[config.mk]
export PLATFORM = sky130hd
export DESIGN_NAME = fir_input_feeder
export DESIGN_NICKNAME = d
export VERILOG_FILES = /design/src/rtl/fir_input_feeder.sv
export SDC_FILE = /design/constraint.sdc
export NUM_CORES = 1
export LEC_CHECK = 0
export ABC_AREA = 1
export BUFFER_PORTS_ARGS = -buffer_cell sky130_fd_sc_hd__clkbuf_2
export CELL_PAD_IN_SITES_DETAIL_PLACEMENT = 0
export CELL_PAD_IN_SITES_GLOBAL_PLACEMENT = 1
export CORE_UTILIZATION = 44
export CTS_CLUSTER_DIAMETER = 200
export DETAILED_ROUTE_END_ITERATION = 8
export HOLD_SLACK_MARGIN = 0.12
export PLACE_DENSITY = 0.81
export SYNTH_ARGS = -nofsm -noshare
export SYNTH_HDL_FRONTEND = slang
export SYNTH_SLANG_ARGS = --single-unit
[constraint.sdc]
create_clock -name clk -period 2.2 [get_ports clk]
set_input_delay 0.22 -clock clk [delete_from_list [all_inputs] [get_ports clk]]
set_output_delay 0.22 -clock clk [all_outputs]
set_load 0.03 [all_outputs]
[src/rtl/fir_input_feeder.sv]
// Buffers upstream samples in a FIFO and paces them one at a time into a serial FIR.
// Define FIR_FEEDER_TIMEOUT_EN to enable the WAIT-state watchdog and timeout_err.
module fir_input_feeder #(
   parameter int WIDTH   = 16,
   parameter int DEPTH   = 16,
   parameter int SETUP   = 5,
   parameter int TIMEOUT = 128
) (
   input  logic                     clk,
   input  logic                     rst,
   input  logic [WIDTH-1:0]         s_data,
   input  logic                     s_valid,
   output logic                     s_ready,
   output logic [WIDTH-1:0]         fir_data,
   output logic                     fir_valid,
   input  logic                     fir_done,
   output logic [$clog2(DEPTH):0]   level,
   output logic                     busy,
   output logic                     timeout_err
);

   localparam int AW = $clog2(DEPTH);
   localparam int LW = AW + 1;
   localparam int CW = (SETUP > 1) ? $clog2(SETUP) : 1;

   typedef enum logic [1:0] {
      S_IDLE,
      S_SETUP,
      S_PULSE,
      S_WAIT
   } state_t;

   state_t           state;
   state_t           state_nx;
   logic [WIDTH-1:0] mem [DEPTH];
   logic [AW-1:0]    wr_ptr;
   logic [AW-1:0]    rd_ptr;
   logic [CW-1:0]    setup_cnt;
   logic             fir_done_q;
   logic             done_edge;
   logic             push;
   logic             pop;
   logic             timeout_hit;

   assign s_ready   = (level != LW'(DEPTH)) && rst;
   assign push      = s_valid && s_ready;
   assign pop       = (state == S_IDLE) && (level != '0);
   assign done_edge = fir_done && !fir_done_q;

   always_ff @(posedge clk) begin
      if (push) mem[wr_ptr] <= s_data;
   end

   always_ff @(posedge clk) begin
      if (!rst) begin
         wr_ptr <= '0;
         rd_ptr <= '0;
         level  <= '0;
      end else begin
         if (push) wr_ptr <= wr_ptr + 1'b1;
         if (pop)  rd_ptr <= rd_ptr + 1'b1;
         if (push && !pop)      level <= level + 1'b1;
         else if (pop && !push) level <= level - 1'b1;
      end
   end

   // fir_data holds the popped sample until the next pop
   always_ff @(posedge clk) begin
      if (!rst) begin
         fir_data   <= '0;
         setup_cnt  <= '0;
         fir_done_q <= 1'b0;
      end else begin
         fir_done_q <= fir_done;
         if (pop) begin
            fir_data  <= mem[rd_ptr];
            setup_cnt <= CW'(SETUP - 1);
         end else if (state == S_SETUP && setup_cnt != '0) begin
            setup_cnt <= setup_cnt - 1'b1;
         end
      end
   end

`ifdef FIR_FEEDER_TIMEOUT_EN
   localparam int TW = $clog2(TIMEOUT + 1);

   logic [TW-1:0] wait_cnt;
   logic          timeout_q;

   // an edge in the final WAIT cycle wins over the watchdog
   assign timeout_hit = (state == S_WAIT) && !done_edge &&
                        (wait_cnt == TW'(TIMEOUT - 1));
   assign timeout_err = timeout_q;

   always_ff @(posedge clk) begin
      if (!rst) begin
         wait_cnt  <= '0;
         timeout_q <= 1'b0;
      end else begin
         if (state == S_WAIT) wait_cnt <= wait_cnt + 1'b1;
         else                 wait_cnt <= '0;
         if (timeout_hit) timeout_q <= 1'b1;
      end
   end
`else
   localparam int unused_timeout = TIMEOUT;

   assign timeout_hit = 1'b0;
   assign timeout_err = 1'b0;
`endif

   always_ff @(posedge clk) begin
      if (!rst) state <= S_IDLE;
      else      state <= state_nx;
   end

   always_comb begin
      state_nx = state;
      unique case (state)
         S_IDLE:  if (pop) state_nx = S_SETUP;
         S_SETUP: if (setup_cnt == '0) state_nx = S_PULSE;
         S_PULSE: state_nx = S_WAIT;
         S_WAIT:  if (done_edge || timeout_hit) state_nx = S_IDLE;
         default: state_nx = S_IDLE;
      endcase
   end

   always_comb begin
      fir_valid = (state == S_PULSE);
      busy      = (state != S_IDLE);
   end

endmodule
==> results.txt <==
Slew headroom -> 54.79%
Post-Route Skew -> 17.59 ps
final setup vio count -> 0
H-Tree Depth -> 1
met2 Usage GRT -> 34.69%
Wirelength per Cell -> 17.24 µm
Mean Syn Cell Area -> 10.01 µm²
Leakage -> 0.006236 µW
gr usage total -> 21.18%
Crit Path Category -> reg -> reg
Worst Hold Class -> in -> reg
worst reg2reg setup slack -> 160 ps
clk buf depth -> 3
worst setup margin -> 163.6 ps
reg2reg path depth -> 11
vias in the first global route -> 8035
Die X-Extent -> 170.7 µm
Max-cap violations -> 0
status -> finished, final reports clean
Power Density -> 1139 nW/µm²
hold depth -> 1
Crit path required time -> 2650 ps
Layout area overhead -> 16.34%
final worst-path cycle share -> 92.57%
worst hold slack -> 141.0 ps
most common cell in the synthesized netlist -> nand2_1
Core ar. -> 27860 µm²
CTS tree -> yes
RSZ-0062 raised after global routing -> false
synth warn -> 0
end of the worst hold path -> mem[3][0]$_DFFE_PP_
Net Count, Synth -> 1287
number of library cell types mapped by synthesis -> 24
pins over their slew limit -> 0
# rows -> 61
CTS buffer count -> 31
Netlist Area Pre-Place -> 12520 µm²
largest cells by area after synthesis -> edfxtp_1 61%, nand2_1 13%, nand3_1 7.4%
number of diodes -> 0
Critical Path Source Type -> flop
clock sinks -> 291
DP HPWL -> 17.45 mm
vias per cell -> 4.914
Async S/R FF share, synth -> 0%
total number of vias -> 8506
M3 GR Usage -> 3.053%
Clock Pin Slew Worst Setup and Hold Paths -> 60 ps
area share of the largest cell type after synthesis -> 61.40%
crit-path max FO -> 4
most frequent cells after synthesis -> 431 x nand2_1, 256 x edfxtp_1, 185 x nand3_1, 170 x inv_1, 56 x nor2_1
peak supply drop -> 767.0 µV
first-pass GRT wire length -> 46.24 mm
pin count of the biggest net entering global routing -> 77
num ports -> 45
total congestion overflow -> 0
Critical Path AT -> 2490 ps
r2r endpoint -> level[3]$_SDFFE_PN0P_
Synth Instances -> 1251
GP Congestion -> 0.7769
Nets -> 1364
height of the die -> 170.7 µm
Seq/Total Area, Yosys -> 67.00%
f_max -> 491.1 MHz
First-pass DRT Iterations -> 5
largest area contributor in the netlist -> edfxtp_1
GR Layer Usage met1 -> 28.92%
flops & latches, synth -> 291
Post-CTS Setup Inserts -> 0
Routed WL -> 29.84 mm
share of layout cells above drive strength 1 -> 12.42%
Tmin final -> 2036 ps
antenna violation net count after detailed routing -> 0
Main synth FF type -> edfxtp_1
CP Capture Type -> flop
Iter 0 DRT Violations -> 808
setup TNS -> 0 ps
Die ar. -> 29130 µm²
actual slew at the worst max-slew pin -> 673.9 ps
Place WS -> 134.8 ps
initial antenna violation count -> 0
clock root cell -> clkbuf_16
Starting Density -> 44.94%
# port buffers -> 43
Hold Vio Cnt, Final -> 0
EDFF count, synth -> 256
GR peak layer -> met2
drc violations -> 0
worst reg2reg startpoint -> state[0]$_SDFFE_PN0P_
HP Start -> s_data[0]
clk_lat worst skew -> 560 ps
flip-flops by register name (all words and copies together), names as in the netlist:
register,flops
fir_data,16
fir_done_q,1
level,5
mem,256
rd_ptr,4
setup_cnt,3
state,2
wr_ptr,4
kinds of logic after synthesis:
group,count (synthesis),share of synthesized area (%)
AND/OR/NAND/NOR,676,22.20
flip-flops,291,67.00
adder cells (fa/ha/maj),16,1.659
AO/OA/AOI/OAI,26,1.059
other,1,0.02995
XOR/XNOR,7,0.4897
buffers and inverters,234,7.566
cell type report:
type                            instances  area (µm²)
Inverter                              174       655.6
Fill cell                            2484       13290
Tap cell                              378       473.0
Multi-Input combinational cell        726        3224
Timing Repair Buffer                  104       788.3
Clock buffer                           44       844.6
Clock inverter                         14       180.2
Sequential cell                       291        8399
where the power goes:
group | internal, µW | leakage (µW) | total (µW) | switching [µW]
Combinational | 1550 | 0.00314 | 4910 | 3360
Sequential | 6260 | 0.00260 | 6450 | 187
Clock | 3140 | 0.000502 | 5220 | 2080
how the worst max path moves through the flow:
stage | start | end | slack (ps) | cells after the start
detailed placement | state[0]$_SDFFE_PN0P_ | level[3]$_SDFFE_PN0P_ | 130 | 11
global placement | level[3]$_SDFFE_PN0P_ | level[3]$_SDFFE_PN0P_ | 120 | 12
floorplan | level[1]$_SDFFE_PN0P_ | mem[11][0]$_DFFE_PP_ | 20 | 6
global route | state[0]$_SDFFE_PN0P_ | level[3]$_SDFFE_PN0P_ | 8 | 11
finish | state[0]$_SDFFE_PN0P_ | level[3]$_SDFFE_PN0P_ | 160 | 11
CTS | level[3]$_SDFFE_PN0P_ | level[3]$_SDFFE_PN0P_ | 90 | 12
per-stage QoR:
stage | utilization (%) | instances | cell area (µm²) | power (µW)
5_1_grt | 52.28 | 1731 | 14570 | 17530
3_3_place_gp | 48.21 | 1662 | 13430 | 11410
2_1_floorplan | - | 1251 | 12530 | 9990
6_report | 52.28 | 1731 | 14570 | 16580
3_5_place_dp | 48.21 | 1662 | 13430 | 11460
4_1_cts | 52.28 | 1731 | 14570 | 16700
worst max-delay path, stage by stage, from the launching register on:
cell     delay (ps)
dfxtp_1         390
inv_1            80
ha_1            240
nand2_2          80
ha_1            190
inv_2            80
ha_1            340
a21oi_1         140
nand2_1          70
xor2_1          140
o21ai_1         130
inv_1            60
layout by cell type (no fill, tap or decap), types with 2 or more instances in the layout:
| cell | count |
|---|---|
| nand2_1 | 431 |
| edfxtp_1 | 256 |
| nand3_1 | 185 |
| inv_1 | 168 |
| clkbuf_2 | 43 |
| buf_4 | 43 |
| nor2_1 | 40 |
| clkbuf_16 | 31 |
| dfxtp_1 | 28 |
| nor2_2 | 16 |
| ha_1 | 15 |
| a21oi_1 | 14 |
| clkbuf_1 | 11 |
| dlygate4sd3_1 | 11 |
| o21ai_0 | 10 |
| clkinv_2 | 7 |
| buf_12 | 7 |
| xor2_1 | 6 |
| dfxtp_2 | 6 |
| bufinv_16 | 4 |
| inv_2 | 3 |
| nand4_1 | 2 |
| clkinv_1 | 2 |
| clkbuf_8 | 2 |
per-layer routing:
| layer | vias up | wire [µm] |
|---|---|---|
| met5 | - | 0 |
| met4 | 0 | 949 |
| met3 | 65 | 1509 |
| met2 | 232 | 14080 |
| met1 | 4007 | 13310 |
| li1 | 4202 | - |
repair_timing:
item	CTS	global route
endpoints found under the setup margin	0	2
hold buffers	11	0
endpoints found under the hold margin	79	0
gates resized for setup	0	2
Note: power is estimated with default switching activity, not from simulation.
